===== config.mk =====
export PLATFORM = sky130hd
export DESIGN_NAME = hwpe_job_sequencer
export DESIGN_NICKNAME = d
export VERILOG_FILES = /design/src/rtl/hwpe_job_seq_pkg.sv /design/src/rtl/hwpe_job_seq_req_if.sv /design/src/rtl/hwpe_job_sequencer.sv
export SDC_FILE = /design/constraint.sdc
export NUM_CORES = 1
export LEC_CHECK = 0
export BUFFER_PORTS_ARGS = -buffer_cell sky130_fd_sc_hd__buf_2
export CAP_MARGIN = 15
export CORE_MARGIN = 4
export CORE_UTILIZATION = 46
export CTS_BUF_LIST = sky130_fd_sc_hd__clkbuf_4 sky130_fd_sc_hd__clkbuf_8
export DETAILED_ROUTE_END_ITERATION = 12
export PLACE_DENSITY = 0.77
export SETUP_SLACK_MARGIN = 0.3
export SLEW_MARGIN = 20
export SYNTH_ARGS = -nofsm -noshare
export SYNTH_HDL_FRONTEND = slang
export SYNTH_SLANG_ARGS = --single-unit

===== constraint.sdc =====
create_clock -name clk_i -period 1.9 [get_ports clk_i]
set_input_delay 0.095 -clock clk_i [delete_from_list [all_inputs] [get_ports clk_i]]
set_output_delay 0.095 -clock clk_i [all_outputs]
set_load 0.03 [all_outputs]

===== src/rtl/hwpe_job_seq_pkg.sv =====
// Shared types and constants for the HWPE job sequencer.
package hwpe_job_seq_pkg;

  typedef enum logic [2:0] {
    IDLE,
    ACQ,
    BACKOFF,
    PROG,
    TRIG,
    WAIT,
    DONE
  } state_e;

  localparam logic [31:0] DEF_ACQUIRE_OFFSET = 32'h04;
  localparam logic [31:0] DEF_TRIGGER_OFFSET = 32'h00;
  localparam logic [31:0] DEF_REG_OFFSET     = 32'h40;

  // HWPE-ctrl acquire returns all-ones when no context is free
  localparam logic [31:0] NO_CONTEXT = 32'hFFFF_FFFF;

  typedef struct packed {
    logic [7:0] id;
    logic       err;
  } done_rec_t;

  function automatic logic [31:0] reg_addr(input logic [31:0] base,
                                           input logic [31:0] off,
                                           input logic [31:0] idx);
    return base + off + (idx << 2);
  endfunction

endpackage


===== src/rtl/hwpe_job_seq_req_if.sv =====
// Single-outstanding request/response adapter between the sequencer FSM
// and the HWPE control port.
module hwpe_job_seq_req_if #(
  parameter int unsigned AddrWidth = 32,
  parameter int unsigned DataWidth = 32
) (
  input  logic                 clk,
  input  logic                 rst_n,
  input  logic                 cmd_valid,
  input  logic [AddrWidth-1:0] cmd_addr,
  input  logic                 cmd_write,
  input  logic [DataWidth-1:0] cmd_data,
  output logic                 rsp_valid,
  output logic [DataWidth-1:0] rsp_data,
  output logic                 pending,
  output logic                 q_valid,
  input  logic                 q_ready,
  output logic [AddrWidth-1:0] q_addr,
  output logic                 q_write,
  output logic [DataWidth-1:0] q_data,
  output logic [3:0]           q_strb,
  input  logic                 p_valid,
  input  logic [DataWidth-1:0] p_data
);

  logic hold;

  // command fields are registered in the FSM and stay put until the response,
  // so only the valid needs holding across a stall
  assign q_valid   = cmd_valid | hold;
  assign q_addr    = cmd_addr;
  assign q_write   = cmd_write;
  assign q_data    = cmd_data;
  assign q_strb    = 4'hF;
  assign rsp_valid = pending & p_valid;
  assign rsp_data  = p_data;

  always_ff @(posedge clk or negedge rst_n) begin
    if (!rst_n) begin
      hold    <= 1'b0;
      pending <= 1'b0;
    end else begin
      if (cmd_valid && !q_ready) hold <= 1'b1;
      else if (q_ready)          hold <= 1'b0;
      if (q_valid && q_ready) pending <= 1'b1;
      else if (p_valid)       pending <= 1'b0;
    end
  end

endmodule


===== src/rtl/hwpe_job_sequencer.sv =====
// HWPE job launcher: acquire, program job registers, trigger, await event.
// Build option HWPE_JOB_SEQ_TIMEOUT_EN adds a WAIT watchdog.
//
// state   | meaning
// IDLE    | ready for a descriptor
// ACQ     | acquire read in flight
// BACKOFF | no free context, retry delay running
// PROG    | writing job register reg_idx
// TRIG    | trigger write in flight
// WAIT    | waiting for the HWPE event
// DONE    | completion record presented
module hwpe_job_sequencer import hwpe_job_seq_pkg::*; #(
  parameter int unsigned NumRegs       = 8,
  parameter int unsigned AddrWidth     = 32,
  parameter int unsigned DataWidth     = 32,
  parameter logic [31:0] BaseAddr      = 32'h0,
  parameter logic [31:0] AcquireOffset = DEF_ACQUIRE_OFFSET,
  parameter logic [31:0] TriggerOffset = DEF_TRIGGER_OFFSET,
  parameter logic [31:0] RegOffset     = DEF_REG_OFFSET,
  parameter int unsigned RetryDelay    = 16
`ifdef HWPE_JOB_SEQ_TIMEOUT_EN
  , parameter int unsigned TimeoutCycles = 65536
`endif
) (
  input  logic                         clk_i,
  input  logic                         rst_ni,
  input  logic                         job_valid_i,
  output logic                         job_ready_o,
  input  logic [NumRegs*DataWidth-1:0] job_regs_i,
  output logic                         ctrl_q_valid_o,
  input  logic                         ctrl_q_ready_i,
  output logic [AddrWidth-1:0]         ctrl_q_addr_o,
  output logic                         ctrl_q_write_o,
  output logic [DataWidth-1:0]         ctrl_q_data_o,
  output logic [3:0]                   ctrl_q_strb_o,
  input  logic                         ctrl_p_valid_i,
  input  logic [DataWidth-1:0]         ctrl_p_data_i,
  input  logic                         evt_i,
  output logic                         done_valid_o,
  input  logic                         done_ready_i,
  output logic [7:0]                   done_id_o,
  output logic                         done_err_o,
  output logic                         busy_o
);

  localparam int IdxW   = $clog2(NumRegs + 1);
  localparam int RetryW = $clog2(RetryDelay + 1);
  localparam logic [AddrWidth-1:0] AcqAddr  = AddrWidth'(BaseAddr + AcquireOffset);
  localparam logic [AddrWidth-1:0] TrigAddr = AddrWidth'(BaseAddr + TriggerOffset);
`ifdef HWPE_JOB_SEQ_TIMEOUT_EN
  localparam int CntW = $clog2(TimeoutCycles + 1);
  logic [CntW-1:0] wait_cnt;
`endif

  state_e                       state;
  logic [NumRegs*DataWidth-1:0] image;
  logic [IdxW-1:0]              reg_idx;
  logic [RetryW-1:0]            retry_cnt;
  logic                         evt_seen;
  done_rec_t                    rec;
  logic                         cmd_valid, cmd_write;
  logic [AddrWidth-1:0]         cmd_addr;
  logic [DataWidth-1:0]         cmd_data;
  logic                         rsp_valid, pending;
  logic [DataWidth-1:0]         rsp_data;

  hwpe_job_seq_req_if #(.AddrWidth(AddrWidth), .DataWidth(DataWidth)) u_req_if (
    .clk       (clk_i),
    .rst_n     (rst_ni),
    .cmd_valid (cmd_valid),
    .cmd_addr  (cmd_addr),
    .cmd_write (cmd_write),
    .cmd_data  (cmd_data),
    .rsp_valid (rsp_valid),
    .rsp_data  (rsp_data),
    .pending   (pending),
    .q_valid   (ctrl_q_valid_o),
    .q_ready   (ctrl_q_ready_i),
    .q_addr    (ctrl_q_addr_o),
    .q_write   (ctrl_q_write_o),
    .q_data    (ctrl_q_data_o),
    .q_strb    (ctrl_q_strb_o),
    .p_valid   (ctrl_p_valid_i),
    .p_data    (ctrl_p_data_i)
  );

  assign done_id_o  = rec.id;
  assign done_err_o = rec.err;

  always_ff @(posedge clk_i or negedge rst_ni) begin
    if (!rst_ni) begin
      state        <= IDLE;
      image        <= '0;
      reg_idx      <= '0;
      retry_cnt    <= '0;
      evt_seen     <= 1'b0;
      rec          <= '0;
      cmd_valid    <= 1'b0;
      cmd_write    <= 1'b0;
      cmd_addr     <= '0;
      cmd_data     <= '0;
      job_ready_o  <= 1'b1;
      busy_o       <= 1'b0;
      done_valid_o <= 1'b0;
`ifdef HWPE_JOB_SEQ_TIMEOUT_EN
      wait_cnt     <= '0;
`endif
    end else begin
      cmd_valid <= 1'b0;
      case (state)
        IDLE: if (job_valid_i) begin
          image       <= job_regs_i;
          reg_idx     <= '0;
          evt_seen    <= 1'b0;
          rec.err     <= 1'b0;
          job_ready_o <= 1'b0;
          busy_o      <= 1'b1;
          cmd_valid   <= 1'b1;
          cmd_write   <= 1'b0;
          cmd_addr    <= AcqAddr;
          cmd_data    <= '0;
          state       <= ACQ;
        end
        ACQ: if (rsp_valid) begin
          if (rsp_data == NO_CONTEXT) begin
            retry_cnt <= RetryW'(RetryDelay - 1);
            state     <= BACKOFF;
          end else begin
            rec.id    <= rsp_data[7:0];
            cmd_valid <= 1'b1;
            cmd_write <= 1'b1;
            cmd_addr  <= AddrWidth'(reg_addr(BaseAddr, RegOffset, 32'd0));
            cmd_data  <= image[DataWidth-1:0];
            state     <= PROG;
          end
        end
        BACKOFF: begin
          if (retry_cnt == '0) begin
            cmd_valid <= 1'b1;
            cmd_write <= 1'b0;
            cmd_addr  <= AcqAddr;
            cmd_data  <= '0;
            state     <= ACQ;
          end else begin
            retry_cnt <= retry_cnt - RetryW'(1);
          end
        end
        PROG: if (rsp_valid) begin
          reg_idx   <= reg_idx + IdxW'(1);
          cmd_valid <= 1'b1;
          cmd_write <= 1'b1;
          if (reg_idx == IdxW'(NumRegs - 1)) begin
            cmd_addr <= TrigAddr;
            cmd_data <= '0;
            state    <= TRIG;
          end else begin
            cmd_addr <= AddrWidth'(reg_addr(BaseAddr, RegOffset, 32'(reg_idx) + 32'd1));
            cmd_data <= image[DataWidth*(int'(reg_idx) + 1) +: DataWidth];
          end
        end
        TRIG: begin
          // the HWPE may fire before the trigger write is acknowledged
          if (pending && evt_i) evt_seen <= 1'b1;
          if (rsp_valid) begin
            state <= WAIT;
`ifdef HWPE_JOB_SEQ_TIMEOUT_EN
            wait_cnt <= '0;
`endif
          end
        end
        WAIT: begin
`ifdef HWPE_JOB_SEQ_TIMEOUT_EN
          if (evt_seen || evt_i) begin
            done_valid_o <= 1'b1;
            state        <= DONE;
          end else if (wait_cnt == CntW'(TimeoutCycles - 1)) begin
            rec.err      <= 1'b1;
            done_valid_o <= 1'b1;
            state        <= DONE;
          end else begin
            wait_cnt <= wait_cnt + CntW'(1);
          end
`else
          if (evt_seen || evt_i) begin
            done_valid_o <= 1'b1;
            state        <= DONE;
          end
`endif
        end
        DONE: if (done_ready_i) begin
          done_valid_o <= 1'b0;
          job_ready_o  <= 1'b1;
          busy_o       <= 1'b0;
          state        <= IDLE;
        end
        default: state <= IDLE;
      endcase
    end
  end

endmodule


Word-level counts from Yosys, hierarchy flattened
Cells that the tools add are included.
{"block": "word_totals", "ff_bits": 348, "input_bits": 295, "output_inout_bits": 82, "word_cells": 123}
{"block": "op_classes", "addsub": 4, "n_eq_ne": 20, "shifts": 1, "mux": 56, "bitwise_logic": 3, "reduce_logical": 24}
{"cell": "$mux 32", "n": 12}
{"cell": "$pmux 32 s4", "n": 2}
{"cell": "$shiftx 256x11->32", "n": 1}
{"cell": "$add 7x32->32 const A", "n": 1}
{"cell": "$eq 32x32->1 const B", "n": 1}
{"cell": "$mux 3", "n": 8}
{"cell": "$ne 2x2->1 const B", "n": 12}
{"cell": "$pmux 3 s7", "n": 1}
{"cell": "$mux 1", "n": 20}
{"cell": "$mux 5", "n": 3}
{"cell": "$reduce_and 3->1", "n": 5}
{"cell": "$reduce_bool 2->1", "n": 7}
{"cell": "$pmux 5 s2", "n": 1}
{"cell": "$eq 3x3->1 const B", "n": 3}
{"cell": "$mux 4", "n": 2}
{"cell": "$pmux 1 s2", "n": 4}
{"cell": "$pmux 1 s4", "n": 2}
{"cell": "$pmux 4 s2", "n": 1}
{"cell": "$reduce_and 8->1", "n": 1}
{"cell": "$eq 3x2->1 const B", "n": 2}
{"cell": "$reduce_and 6->1", "n": 1}
{"cell": "$add 4x1->5 const B", "n": 1}
{"cell": "$logic_not 5->1", "n": 1}
{"cell": "$sub 5x1->5 const B", "n": 1}
{"cell": "other kinds (13)", "n": 15}

Logic depth before layout (Yosys ltp)
Gate-level depths: netlist of the first run.
{"block": "logic_depth", "depth_word": 5, "mapped_depth": 8, "depth_no_buf": 7}

Cells and area by module
Synthesis of the first run repeated with hierarchy kept, for this count alone.
{"block": "unflattened", "hier_cells": 1648, "hier_area_um2": 15382.3}
{"mod": "hwpe_job_sequencer", "instances": 1, "cells_each": 1539, "area_per_inst_um2": 14536.4, "seq_area_each_um2": 8008.9}
{"mod": "hwpe_job_seq_req_if", "instances": 1, "cells_each": 109, "area_per_inst_um2": 845.8, "seq_area_each_um2": 50.0}

Least setup slack after synthesis of the first run
Ideal clock, no wire load.
{"block": "synth_timing", "path_type": "register to register", "startpoint": "register reg_idx[0]", "endpoint": "register cmd_data[29]", "setup_time_ns": 0.125, "t_arrival_ns": 1.775, "t_required_ns": 1.775, "slack_ns": 0.000, "path_stages_with_launch": 7, "path_buffers": 2, "period_less_slack_ns": 1.900, "cell_sequence": "dfrtp_1 > clkbuf_1 > buf_1 > mux4_2 > o21ai_0 > o21ai_0 > mux2_4"}
{"block": "synth_via", "elab_chain_cells": 5, "word_cells_on_any_way": 6, "classes_between": "add/sub: 1; eq/ne: 1; shift: 1; mux: 3"}
{"element": "start: declaration", "line_no": "hwpe_job_sequencer.sv:57", "source": "logic [IdxW-1:0] reg_idx;"}
{"element": "start signal: assignment", "line_no": "hwpe_job_sequencer.sv:149", "source": "reg_idx <= reg_idx + IdxW'(1);"}
{"element": "$add 4x1->5", "line_no": "hwpe_job_sequencer.sv:158", "source": "cmd_data <= image[DataWidth*(int'(reg_idx) + 1) +: DataWidth];"}
{"element": "$shiftx 256x11->32", "line_no": "hwpe_job_sequencer.sv:158"}
{"element": "$mux 32 *", "line_no": "hwpe_job_sequencer.sv:152", "source": "if (reg_idx == IdxW'(NumRegs - 1)) begin"}
{"element": "$mux 32 *", "line_no": "hwpe_job_sequencer.sv:148", "source": "PROG: if (rsp_valid) begin"}
{"element": "$pmux 32 s4 *", "line_no": "hwpe_job_sequencer.sv:110", "source": "case (state)"}
{"element": "end signal: assignment", "line_no": "hwpe_job_sequencer.sv:133", "source": "cmd_data <= image[DataWidth-1:0];"}
{"element": "end signal: assignment", "line_no": "hwpe_job_sequencer.sv:158"}
{"element": "end: declaration", "line_no": "hwpe_job_sequencer.sv:63", "source": "logic [DataWidth-1:0] cmd_data;"}
Every way passes the cells marked *; elsewhere a longest branch is shown, timed or not. The select of a mux whose other input is x is not followed.
A chain may end at the register's enable or synchronous reset.

Final worst setup path of the first run
{"block": "layout_timing", "startpoint": "register reg_idx[0]", "endpoint": "register cmd_data[31]"}
The elaborated chain is that of the path after synthesis.

==> results.rst, run 1 <==
.. list-table::
   :header-rows: 1

   * - Metric
     - Value
   * - Placer Congestion
     - 0.8818
   * - Count of pins on the block boundary
     - approximately 380
   * - Worst path setup slack after routing
     - -0.1965 ns
   * - Die area
     - 35350 sq um
   * - Number of enable flip-flop cells after synthesis
     - 0
   * - Initial cell density of the core
     - 0.4688
   * - Critical path buffer and inverter count
     - 3
   * - Area taken by flip-flops and latches
     - about 8100 sq um
   * - Register clock-pin slew on the reported worst setup and hold paths
     - about 0.07 ns
   * - Final net count
     - approximately 2200
   * - Largest net degree at the start of global routing
     - between 70 and 80
   * - Count of fill cells added during filler insertion
     - between 1500 and 2000
   * - TritonCTS clock tree
     - yes
   * - Power density normalized to cell area
     - 645.9 nW/um^2
   * - Via count normalized by instance count
     - 5.776
   * - Sum of overflow across all layers after global routing
     - 0
   * - Std-Cell Rows
     - 65
   * - Number of placed cells counting well taps
     - between 1500 and 2000
   * - Number of global-route vias before repair
     - approximately 14000
   * - Routed length per placed instance
     - 28.03 microns
   * - Vias after detailed routing
     - 13643
   * - Flip-flop and latch count after synthesis
     - around 320
   * - Post-synthesis async set-or-reset flop share
     - 1.000
   * - Time the worst path needs with I/O delays and setup
     - 2.097 ns
   * - Area growth from synthesis to layout
     - 68.50%
   * - Leakage power
     - about 13 nW
   * - Fin cells
     - about 2400
   * - Post-route core utilization
     - 0.7899
   * - Inserted Clock Buffers
     - 55
   * - Post-Place Worst Slack
     - -0.3646 ns
   * - IO buf count
     - 345
   * - Total setup violations reported at the end of the flow
     - 211
   * - Cell count of the worst reg-to-reg path
     - 9
   * - Worst Path Max Fanout
     - 6
   * - Most common flop cell mapped by yosys
     - sky130_fd_sc_hd__dfrtp_1
   * - Arrival time at the worst endpoint
     - about 2.6 ns
   * - CTS Root Buffer Type
     - sky130_fd_sc_hd__clkbuf_8
   * - Max stage delay cell, worst path
     - sky130_fd_sc_hd__dfrtp_4
   * - Sum of negative setup slack
     - -10.74 ns
   * - Endpoints failing hold
     - 0
   * - Sink count of the clock tree
     - ~320
   * - Post-Synthesis Cells
     - around 1100
   * - Post-route DRC violation count
     - 0
   * - Final wirelength
     - between 60000 and 70000 microns
   * - Cell type with the largest total area after synthesis
     - sky130_fd_sc_hd__dfrtp_1
   * - Wire length of the first global-routing pass
     - just under 90000 microns
   * - Worst clock skew on the final layout
     - 0.05166 ns
   * - Layout cells sized above 1
     - 0.5589
   * - Area of the core region
     - 31800 sq um
   * - Critical path's top delay family
     - flip-flops
   * - Average footprint of a synthesized cell
     - around 14 sq um
   * - Largest stage delay on the critical path
     - 0.54 ns
   * - Leading cell types by count after synthesis
     - sky130_fd_sc_hd__dfrtp_1, sky130_fd_sc_hd__mux2_2, sky130_fd_sc_hd__nand2_1, sky130_fd_sc_hd__o21ai_0, sky130_fd_sc_hd__mux2_4
   * - Element type at the critical path end
     - register
   * - Area of combinational cells with multiple inputs
     - around 7700 sq um
   * - Sequential share of the synthesized area
     - 0.5406
   * - Failing checks
     - negative setup slack
   * - Worst vdd ir
     - around 0.61 mV
   * - Dominant cells by area after synthesis
     - sky130_fd_sc_hd__dfrtp_1, sky130_fd_sc_hd__mux2_2, sky130_fd_sc_hd__mux4_2, sky130_fd_sc_hd__mux2_4, sky130_fd_sc_hd__o21ai_0
   * - Final Max Tran Viols
     - 0
   * - Area fraction of the dominant cell type after synthesis
     - 0.5389
   * - RR Startpoint
     - reg_idx[0]
   * - Detail Placement HPWL
     - approximately 31000 microns
   * - Syn Std Cell Area
     - between 10000 and 15000 sq um
   * - Most repeated cell in the gate-level netlist after synthesis
     - sky130_fd_sc_hd__dfrtp_1
   * - Endpoint required time on the critical path
     - 2.43 ns
   * - Depth of the CTS H-tree
     - 2
   * - Most frequent CP cell
     - sky130_fd_sc_hd__buf_6
   * - Number of iterations in the first detailed-routing pass
     - 5
   * - Maximum count of clock buffers along a single path
     - 3
   * - Clock network latency to the later pin of the worst-skew pair
     - 0.62 ns
   * - Final clock period utilization by the worst path
     - 1.103
   * - Worst setup path category
     - register to register
   * - Die width
     - around 190 microns
   * - Final worst hold slack
     - ~0.022 ns
   * - Crit-path cells
     - buf_6 > ha_4 > nand2_2 > and4b_4 > buf_6 > clkbuf_16 > o21ai_2 > o21ai_1 > mux2_4
   * - All-layer global routing usage
     - 0.3195
   * - Number of max-cap violations
     - 0
   * - RSZ-0062 raised after global routing
     - true
   * - Warnings from Yosys
     - 0
   * - Setup slack of the most critical reg-to-reg path
     - -0.20 ns
   * - Initial antenna violation count
     - 8
   * - Result of the run
     - finished, violations left
   * - Element type at the critical path start
     - register
   * - DRC marker count from the first detailed-route iteration
     - around 1300
   * - Max frequency
     - ~480 MHz
   * - Destination of the worst register-to-register timing path
     - cmd_data[31]
   * - Yosys cell types
     - between 50 and 60
   * - Number of routed nets with antenna violations
     - 0
   * - Worst min-delay path category
     - input pin to asynchronous set/reset pin
   * - Vertical die dimension
     - 188.0 microns
## placed cells by master (no fill, tap or decap), types with 29 or more instances in the layout
| cell | n |
|---|---|
| sky130_fd_sc_hd__buf_2 | 343 |
| sky130_fd_sc_hd__dfrtp_1 | 317 |
| sky130_fd_sc_hd__mux2_4 | 302 |
| sky130_fd_sc_hd__dlygate4sd3_1 | 270 |
| sky130_fd_sc_hd__nand2_1 | 75 |
| sky130_fd_sc_hd__clkbuf_8 | 69 |
| sky130_fd_sc_hd__buf_4 | 68 |
| sky130_fd_sc_hd__buf_6 | 42 |
| sky130_fd_sc_hd__buf_12 | 40 |
| sky130_fd_sc_hd__o211a_1 | 32 |
| sky130_fd_sc_hd__mux4_2 | 32 |
| sky130_fd_sc_hd__conb_1 | 31 |
| sky130_fd_sc_hd__o21ai_1 | 30 |
| sky130_fd_sc_hd__o21ai_2 | 29 |
| sky130_fd_sc_hd__mux2i_1 | 29 |
## state kept, by name (all words and copies together), names as in the netlist
register / flops
busy_o: 1
image: 256
job_ready_o: 1
state: 3
cmd_valid: 1
done_valid_o: 1
cmd_data: 32
u_req_if.pending: 1
cmd_addr: 6
u_req_if.hold: 1
retry_cnt: 5
evt_seen: 1
done_id_o: 8
reg_idx: 4
cmd_write: 1
## metal layers
metal  global-route usage  wire length (microns)  up-vias
met5                    0                     16        -
met4               0.1621                   4639        2
met3              0.06478                   5428      381
met2               0.5361                  32190     1002
met1               0.3935                  23930     6816
li1                     -                      -     5442
## through the flow
stage | total power, mW | instance area, sq um
2_1_floorplan | 7.824 | 15150
3_3_place_gp | 8.369 | 17610
3_5_place_dp | 8.408 | 17610
4_1_cts | 15.71 | 23330
5_1_grt | 16.61 | 25110
6_report | 16.22 | 25120
## report_power, final
| part | internal, mW | switching [mW] |
|---|---|---|
| Clock | 3.89 | 3.20 |
| Sequential | 7.14 | 0.217 |
| Combinational | 1.05 | 0.727 |
| Total | 12.1 | 4.14 |
## logic make-up after synthesis
kind of cell | share of synthesized area
mux | 0.3096
simple gates | 0.04541
compound gates | 0.05699
fa+ha+maj | 0.002518
xor+xnor | 0.001763
buf+inv | 0.04255
flops | 0.5406
other cells | 0.0005038
## cell type report
| class | count | area share |
|---|---|---|
| flip-flops and latches | 322 | 0.3212 |
| multi-input cells | 665 | 0.3068 |
| repair buffers | 820 | 0.2999 |
| clock buffers | 94 | 0.04528 |
| well taps | 435 | 0.02167 |
| clock inverters | 8 | 0.002839 |
| inverters | 9 | 0.001345 |
| diodes | 9 | 0.0008966 |
## worst max-delay path by stage
stage                       from            to  slack (ns)  cells after the start
floorplan           retry_cnt[0]      state[2]        0.12                      7
global placement      reg_idx[0]  cmd_data[16]       -0.35                      6
detailed placement    reg_idx[0]  cmd_data[16]       -0.36                      6
CTS                   reg_idx[0]  cmd_data[20]       -0.08                      7
global route          reg_idx[0]  cmd_data[31]       -0.23                      9
finish                reg_idx[0]  cmd_data[31]       -0.20                      9
## repair_timing
action                                  4_1_cts  5_1_grt
hold endpoints to repair                    591        0
pin swaps                                    24       24
hold buffers                                270        0
gates cloned                                 23       19
endpoints found under the setup margin      315      317
resized for setup                           259      272
setup buffers                                49       33
No activity file was read; power rests on OpenSTA's default activity.
==> run 2: changes to the inputs <==
--- a/config.mk
+++ b/config.mk
@@ -8,10 +8,10 @@
 export BUFFER_PORTS_ARGS = -buffer_cell sky130_fd_sc_hd__buf_2
 export CAP_MARGIN = 15
 export CORE_MARGIN = 4
-export CORE_UTILIZATION = 46
+export CORE_UTILIZATION = 50
 export CTS_BUF_LIST = sky130_fd_sc_hd__clkbuf_4 sky130_fd_sc_hd__clkbuf_8
 export DETAILED_ROUTE_END_ITERATION = 12
-export PLACE_DENSITY = 0.77
+export PLACE_DENSITY = 0.83
 export SETUP_SLACK_MARGIN = 0.3
 export SLEW_MARGIN = 20
 export SYNTH_ARGS = -nofsm -noshare
==> results.rst, run 2 (synthesis gave the netlist of run 1 again) <==
.. list-table::
   :header-rows: 1

   * - Metric
     - Value
   * - Endpoint required time on the critical path
     - roughly 2.4 ns
   * - Number of routed nets with antenna violations
     - 0
   * - Area of combinational cells with multiple inputs
     - 7541 sq um
   * - Worst vdd ir
     - 0.5562 mV
   * - Wire length of the first global-routing pass
     - slightly above 90000 microns
   * - Register clock-pin slew on the reported worst setup and hold paths
     - roughly 0.070 ns
   * - Worst setup path category
     - register to register
   * - Largest register FFs
     - ~260
   * - Relative max-transition margin
     - 0.6794
   * - Total setup violations reported at the end of the flow
     - around 210
   * - Result of the run
     - finished, violations left
   * - Final Max Tran Viols
     - 0
   * - Critical path's top delay family
     - multiplexers
   * - Element type at the critical path end
     - register
   * - Element type at the critical path start
     - register
   * - Count of pins on the block boundary
     - around 380
   * - Depth of the CTS H-tree
     - 2
   * - Post-route core utilization
     - 0.8505
   * - Number of max-cap violations
     - 0
   * - Arrival time at the worst endpoint
     - 2.61 ns
   * - Endpoints failing hold
     - 0
   * - Overall power of the completed layout
     - 16.00 mW
   * - Sink count of the clock tree
     - 322
   * - Area of the core region
     - around 29000 sq um
   * - Met3 track demand over resource in global routing
     - 0.08296
   * - Area growth from synthesis to layout
     - 65.98%
   * - Inserted Clock Buffers
     - 53
   * - Detail Placement HPWL
     - 30970 microns
   * - Sum of overflow across all layers after global routing
     - 0
   * - Time the worst path needs with I/O delays and setup
     - 2.139 ns
   * - Final net count
     - around 2200
   * - Placer Congestion
     - ~0.91
   * - Worst Path Max Fanout
     - 14
   * - Met2 usage in global routing
     - 0.6041
   * - Routed length per placed instance
     - between 30 and 40 microns
   * - Max frequency
     - 467.5 MHz
   * - Post-route DRC violation count
     - 0
   * - Via count normalized by instance count
     - between 6 and 7
   * - IO buf count
     - roughly 350
   * - Layout cells sized above 1
     - 0.5410
   * - Initial antenna violation count
     - 10
   * - Number of global-route vias before repair
     - between 10000 and 15000
   * - Final wirelength
     - between 70000 and 80000 microns
   * - Area taken by flip-flops and latches
     - 8070 sq um
   * - Most common cell after layout, fill and taps aside
     - sky130_fd_sc_hd__buf_2
   * - Most frequent CP cell
     - sky130_fd_sc_hd__buf_12
   * - Die width
     - around 180 microns
   * - Largest net degree at the start of global routing
     - just over 70
   * - Die area
     - approximately 33000 sq um
   * - Critical path buffer and inverter count
     - 3
   * - Worst min-delay path category
     - input pin to asynchronous set/reset pin
   * - All-layer global routing usage
     - 0.3612
   * - Routing layer with the top usage in global route
     - met2
   * - Clock network latency to the later pin of the worst-skew pair
     - 0.60 ns
   * - TritonCTS clock tree
     - yes
   * - Failing checks
     - negative setup slack
   * - Slew @ Worst Pin
     - roughly 0.47 ns
   * - Final worst hold slack
     - around 0.00089 ns
   * - Count of fill cells added during filler insertion
     - about 1200
   * - CTS Root Buffer Type
     - sky130_fd_sc_hd__clkbuf_8
   * - Initial cell density of the core
     - 0.5124
   * - Crit-path cells
     - buf_12 > buf_12 > buf_12 > mux2i_1 > o211a_1 > o21ai_0 > mux2_4
   * - Number of iterations in the first detailed-routing pass
     - 5
   * - Std-Cell Rows
     - 62
   * - Sum of negative setup slack
     - -8.331 ns
   * - Largest stage delay on the critical path
     - roughly 0.44 ns
   * - Power density normalized to cell area
     - around 650 nW/um^2
   * - Largest reg by FF count
     - image
   * - Worst path setup slack after routing
     - -0.2389 ns
   * - Final clock period utilization by the worst path
     - 1.126
   * - Vertical die dimension
     - between 150 and 200 microns
   * - RSZ-0062 raised after global routing
     - true
   * - Leakage power
     - roughly 12 nW
   * - Max stage delay cell, worst path
     - sky130_fd_sc_hd__dfrtp_4
   * - DRC marker count from the first detailed-route iteration
     - approximately 1500
   * - Global-route met1 utilization
     - 0.4335
   * - Most frequent cells in the layout
     - sky130_fd_sc_hd__buf_2, sky130_fd_sc_hd__dfrtp_1, sky130_fd_sc_hd__mux2_4
   * - Maximum count of clock buffers along a single path
     - 3
   * - Worst clock skew on the final layout
     - ~0.035 ns
   * - Vias after detailed routing
     - ~14000
## run 2: metrics by stage
step,cells,instance area [sq um],setup slack (ns)
2_1_floorplan,1096,15150,0.1233
3_3_place_gp,1805,17580,-0.08995
3_5_place_dp,1805,17580,-0.1113
4_1_cts,2229,23330,-0.05488
5_1_grt,2284,24740,-0.2365
6_report,2287,24740,-0.2389
## run 2: worst paths after layout
kind	cells past startpoint	start	slack (ns)	endpoint
max in group asynchronous	3	rst_ni	1.08	image[144]
min	2	rst_ni	0.0009	image[57]
min in group clk_i	6	ctrl_p_data_i[19]	0.06	state[0]
max	7	reg_idx[1]	-0.24	cmd_data[7]
min reg2reg	1	done_id_o[7]	0.51	done_id_o[7]
max reg2reg	7	reg_idx[1]	-0.24	cmd_data[7]
## run 2: cell type report
class / instances / share of cell area
multi-input cells: 664 / 0.3048
clock buffers: 80 / 0.04020
flip-flops and latches: 322 / 0.3262
repair buffers: 805 / 0.3016
well taps: 384 / 0.01942
diodes: 14 / 0.001416
inverters: 9 / 0.001365
clock inverters: 9 / 0.005006
## run 2: what timing repair did
action,in CTS,in global routing
pin swaps,2,9
gates resized for setup,252,241
hold buffers,270,0
buffers inserted,41,33
setup endpoints to repair,310,316
hold endpoints to repair,591,0
cloned,24,11
## run 2: metal layers
metal  share of wire  wire, microns  up-vias
li1                -              -     5407
met1            0.34          24110     6875
met2            0.47          32950     1266
met3            0.10           7040      528
met4           0.093           6560        2
met5         0.00017             12        -
## run 2: worst register-to-register path: stages (launching register included)
cell and delay, ns:
sky130_fd_sc_hd__dfrtp_4 0.44, sky130_fd_sc_hd__buf_12 0.12, sky130_fd_sc_hd__buf_12 0.18, sky130_fd_sc_hd__buf_12 0.21
sky130_fd_sc_hd__mux2i_1 0.31, sky130_fd_sc_hd__o211a_1 0.30, sky130_fd_sc_hd__o21ai_0 0.16, sky130_fd_sc_hd__mux2_4 0.29
## run 2: report_power, final
part	internal [mW]	switching (mW)	total (mW)
sequential	7.14	0.238	7.37
clock	3.73	3.09	6.82
combinational	1.05	0.757	1.81
total	11.9	4.09	16.0
